--- src/rtl/nibble_serial_addsub.sv ---
// Serial WIDTH-bit add/subtract: one 4-bit slice per clock, LSB nibble first, carry chained between slices.
// Optional saturation of overflowed results when ADDSUB_SAT_EN is defined.
module nibble_serial_addsub #(
  parameter int WIDTH = 16
) (
  input  logic             clk,
  input  logic             rst_n,
  input  logic             start,
  input  logic             op,
  input  logic [WIDTH-1:0] a,
  input  logic [WIDTH-1:0] b,
  output logic             busy,
  output logic             done,
  output logic [WIDTH-1:0] result,
  output logic             c_out,
  output logic             ovf
);

  localparam int NIB = WIDTH / 4;
  localparam int IW  = (NIB > 1) ? $clog2(NIB) : 1;

  // Handshake: start is sampled only in IDLE; done pulses for exactly one cycle
  // when result/c_out/ovf have just been loaded; busy is high while slices run.
  typedef enum logic [1:0] {
    IDLE = 2'd0,
    RUN  = 2'd1,
    DONE = 2'd2
  } state_t;

  state_t           state_q, state_d;
  logic [IW-1:0]    idx_q, idx_d;
  logic [WIDTH-1:0] a_q, a_d;
  logic [WIDTH-1:0] b_q, b_d;
  logic [WIDTH-1:0] shadow_q, shadow_d;
  logic [WIDTH-1:0] result_q, result_d;
  logic             op_q, op_d;
  logic             carry_q, carry_d;
  logic             busy_q, busy_d;
  logic             done_q, done_d;
  logic             c_out_q, c_out_d;
  logic             ovf_q, ovf_d;

  logic [3:0]       b_x;
  logic [4:0]       nib_sum;
  logic             c_msb;
  logic             last_nib;
  logic [WIDTH-1:0] full_sum;

  // Operands shift right each step, so the active nibble is always bits [3:0].
  assign b_x      = b_q[3:0] ^ {4{op_q}};
  assign nib_sum  = {1'b0, a_q[3:0]} + {1'b0, b_x} + {4'b0, carry_q};
  // Carry into bit 3 recovered from the sum bit: s3 = a3 ^ b3 ^ c3.
  assign c_msb    = nib_sum[3] ^ a_q[3] ^ b_x[3];
  assign full_sum = {nib_sum[3:0], shadow_q[WIDTH-1:4]};
  assign last_nib = (idx_q == IW'(NIB - 1));

  always_comb begin
    state_d  = state_q;
    idx_d    = idx_q;
    a_d      = a_q;
    b_d      = b_q;
    shadow_d = shadow_q;
    result_d = result_q;
    op_d     = op_q;
    carry_d  = carry_q;
    busy_d   = 1'b0;
    done_d   = 1'b0;
    c_out_d  = c_out_q;
    ovf_d    = ovf_q;
    case (state_q)
      IDLE: begin
        if (start) begin
          a_d     = a;
          b_d     = b;
          op_d    = op;
          carry_d = op;
          idx_d   = '0;
          busy_d  = 1'b1;
          state_d = RUN;
        end
      end
      RUN: begin
        shadow_d = full_sum;
        carry_d  = nib_sum[4];
        a_d      = a_q >> 4;
        b_d      = b_q >> 4;
        idx_d    = idx_q + IW'(1);
        if (last_nib) begin
          idx_d   = '0;
          done_d  = 1'b1;
          c_out_d = nib_sum[4];
          ovf_d   = c_msb ^ nib_sum[4];
`ifdef ADDSUB_SAT_EN
          // a_q[3] is operand A's sign bit once the top nibble is in place.
          if (c_msb ^ nib_sum[4]) begin
            result_d = a_q[3] ? {1'b1, {(WIDTH-1){1'b0}}} : {1'b0, {(WIDTH-1){1'b1}}};
          end else begin
            result_d = full_sum;
          end
`else
          result_d = full_sum;
`endif
          state_d = DONE;
        end else begin
          busy_d = 1'b1;
        end
      end
      DONE: begin
        state_d = IDLE;
      end
      default: begin
        state_d = IDLE;
      end
    endcase
  end

  always_ff @(posedge clk or negedge rst_n) begin
    if (!rst_n) begin
      state_q  <= IDLE;
      idx_q    <= '0;
      a_q      <= '0;
      b_q      <= '0;
      shadow_q <= '0;
      result_q <= '0;
      op_q     <= 1'b0;
      carry_q  <= 1'b0;
      busy_q   <= 1'b0;
      done_q   <= 1'b0;
      c_out_q  <= 1'b0;
      ovf_q    <= 1'b0;
    end else begin
      state_q  <= state_d;
      idx_q    <= idx_d;
      a_q      <= a_d;
      b_q      <= b_d;
      shadow_q <= shadow_d;
      result_q <= result_d;
      op_q     <= op_d;
      carry_q  <= carry_d;
      busy_q   <= busy_d;
      done_q   <= done_d;
      c_out_q  <= c_out_d;
      ovf_q    <= ovf_d;
    end
  end

  assign busy   = busy_q;
  assign done   = done_q;
  assign result = result_q;
  assign c_out  = c_out_q;
  assign ovf    = ovf_q;

endmodule

--- config.mk ---
export PLATFORM = sky130hd
export DESIGN_NAME = nibble_serial_addsub
export DESIGN_NICKNAME = d
export VERILOG_FILES = /design/src/rtl/nibble_serial_addsub.sv
export SDC_FILE = /design/constraint.sdc
export NUM_CORES = 1
export LEC_CHECK = 0
export CAP_MARGIN = 20
export CORE_UTILIZATION = 40
export CTS_CLUSTER_SIZE = 20
export DETAILED_ROUTE_END_ITERATION = 16
export PLACE_DENSITY = 0.72
export SKIP_CTS_REPAIR_TIMING = 1
export SYNTH_ARGS = -nofsm -noshare
export SYNTH_HDL_FRONTEND = slang
export SYNTH_SLANG_ARGS = --single-unit
--- constraint.sdc ---
create_clock -name clk -period 2.65 [get_ports clk]
set_clock_uncertainty 0.2 [all_clocks]
set_input_delay 0.53 -clock clk [delete_from_list [all_inputs] [get_ports clk]]
set_output_delay 0.53 -clock clk [all_outputs]
set_load 0.01 [all_outputs]
==> results.ini <==
[run_status]
status = complete, but fails checks
failed_checks = hold timing

[power_and_ir_drop]
cellLeakagePower_nw = 1.78
p_int_mw = 3.25
power_density_mw_per_mm2 = 1250
ir_drop_mv = 0.556
seq_power_share = 0.363
total_power_mw = 4.99
switching_share = 0.348
pwr-share-comb = 0.414
p_sw_mw = 1.74
clkPwrFrac = 0.223

[timing]
worst_hold_slack_ps = -6.53
setup_viol = 0
timing.fmax_ghz = 0.409
finalHoldViolCount = 11
rsz0062_at_grt = no
min_period_ps = 2440
fin_setup_tns_ps = 0
drv_slew = 0
fin_crit_sh = 0.923
worstMarginPinSlew_ps = 592
maxSlewHeadroom = 0.605

[synth]
avgSynthCellArea_um2 = 10.7
ys_types = 25
syn-num-nets = 326
synth.largest_area_cell = dfrtp_1
ys_warn_count = 0
syn_inst = 284
syn_area_mm2 = 0.00304
yosysTopAreaCellShare = 0.576
ys_seq_area_frac = 0.576
synth_seq_cells = 70
synthTopCellsByArea = dfrtp_1 (58%), nand2_1 (7.2%), o21ai_0 (5.9%)

[clocking]
clockRootBuffer = clkbuf_8
worstSkewPairLatency_ps = 340
clk_path_buf_depth = 2
cts.sinks = 70
clk_pin_slew_ps = 70
cts_tree = done
h-tree-depth = 3
numCtsBuffers = 9

[route]
dr_total_vias = 2248
wl_per_cell_um = 14.3
first_pass_iters = 4
vias_per_cell = 5.02
drc = 0
routed_wl_um = 6410
antenna_left = 0
drtIter0Drc = 74

[critical_path]
cp.required_ps = 2670
worstPathArrival_ps = 2470
start_kind = flop
cp_max_fo = 3
path_class = flop to flop
end_kind = flop

[place]
numPortBuffers = 55
gp_congestion = 0.794
dp_cells = 432
dp_hpwl_um = 4230

[die]
start_util = 0.417
die_w_um = 89.2
num_io_pins = 56
core-area_mm2 = 0.00729
rows = 31
die_area_mm2 = 0.00796
die_h_um = 89.2

[finish]
syn2layout_area_growth_pct = 31.2
drive_above_1_share = 0.132
final_cell_mix = dfrtp_1 (70), nand2_1 (58), clkdlybuf4s50_1 (54)
fill_cells = 675
layout_commonest_cell = dfrtp_1
n_antenna_cell = 0
fin_cells = 448
final_net_count = 386
finish.utilization = 0.548

[grt]
grt_pass1_vias = 2311
antenna_found_initial = 0
grt_use_total = 0.184
grt_overflow = 0
grt_pass1_wl_um = 11000
grt_max_degree = 71

[min_path]
hold_path.class = input port to async pin

[flow_run]
maxCapViolations = 0

[path summary, 6_finish.rpt]
path | start | cells after the start | slack (ps) | endpoint
max in group asynchronous | rst_n | 2 | 1930 | result[5]
worst max-delay path | op_q | 9 | 210 | ovf
worst min register to register | shadow_q[5] | 2 | 280 | shadow_q[5]
min in group clk | shadow_q[5] | 2 | 280 | shadow_q[5]
worst min-delay path | rst_n | 2 | -7 | result[0]
worst max register to register | op_q | 9 | 210 | ovf
[power by group through the flow]
stage               combinational [mW]  clock, mW  sequential [mW]
CTS                               2.10       1.14             1.81
finish                            2.07       1.11             1.81
detailed placement                2.09          0             1.83
global placement                  2.02          0             1.82
floorplan                         1.36          0             1.82
global route                      2.31       1.19             1.87
[cell type report]
type / count / area [µm²] / area share
Sequential cell: 70 / 1750 / 0.439
Multi-Input combinational cell: 190 / 1180 / 0.297
Timing Repair Buffer: 67 / 648 / 0.162
Clock inverter: 6 / 134 / 0.0335
Clock buffer: 10 / 128 / 0.0320
Tap cell: 99 / 124 / 0.0310
Inverter: 6 / 22.5 / 0.00564
[per-stage QoR]
step | hold slack [ps] | instance area, µm² | setup slack (ps)
5_1_grt | 24.4 | 3990 | 28.8
3_3_place_gp | 254 | 3730 | 297
2_1_floorplan | 34.4 | 3040 | 279
3_5_place_dp | 267 | 3730 | 231
6_report | -6.53 | 3990 | 205
4_1_cts | 15.4 | 3990 | 198
[layer usage]
layer	share of wire	GRT usage	vias to the layer above
met5	0	0	-
met4	0.011	0.0722	0
met3	0.048	0.0360	10
met2	0.47	0.301	72
met1	0.47	0.243	1074
li1	-	-	1092
[cell usage after synthesis]
| cell | count |
|---|---|
| nand2b_1 | 1 |
| inv_1 | 5 |
| nand2_4 | 1 |
| buf_2 | 7 |
| o21bai_1 | 1 |
| a21o_1 | 1 |
| a22o_1 | 6 |
| clkbuf_1 | 9 |
| nand2_1 | 58 |
| buf_4 | 2 |
| a22oi_1 | 24 |
| o31ai_1 | 1 |
| xnor2_1 | 6 |
| xor2_1 | 2 |
| nor2b_1 | 15 |
| ha_1 | 4 |
| o21ai_2 | 1 |
| fa_1 | 2 |
| dfrtp_1 | 70 |
| mux2_2 | 14 |
| xor2_2 | 1 |
| o21ai_0 | 36 |
| nor2_1 | 2 |
| a21oi_1 | 14 |
| inv_2 | 1 |
[kinds of logic after synthesis]
| family | after synthesis | synth area share |
|---|---|---|
| compound gates | 84 | 0.169 |
| simple gates | 77 | 0.111 |
| flops | 70 | 0.576 |
| buf+inv | 24 | 0.0349 |
| mux | 14 | 0.0518 |
| xor+xnor | 9 | 0.0284 |
| fa+ha+maj | 6 | 0.0296 |
[worst max-delay path: stages (launching register included)]
cell and delay (ps):
dfrtp_1 390, xnor2_1 210, fa_1 230, inv_1 60, fa_1 400, a21o_1 190
a21oi_1 260, xnor2_1 170, xnor2_1 150, o21ai_2 60
[sequential cells by signal (all words and copies together), names as in the netlist]
name and flops:
op_q 1, c_out 1, idx_q 2, result 16
shadow_q 12, a_q 16, busy 1, b_q 16
state_q 2, carry_q 1, ovf 1, done 1
(Power assumes the default switching activity.)
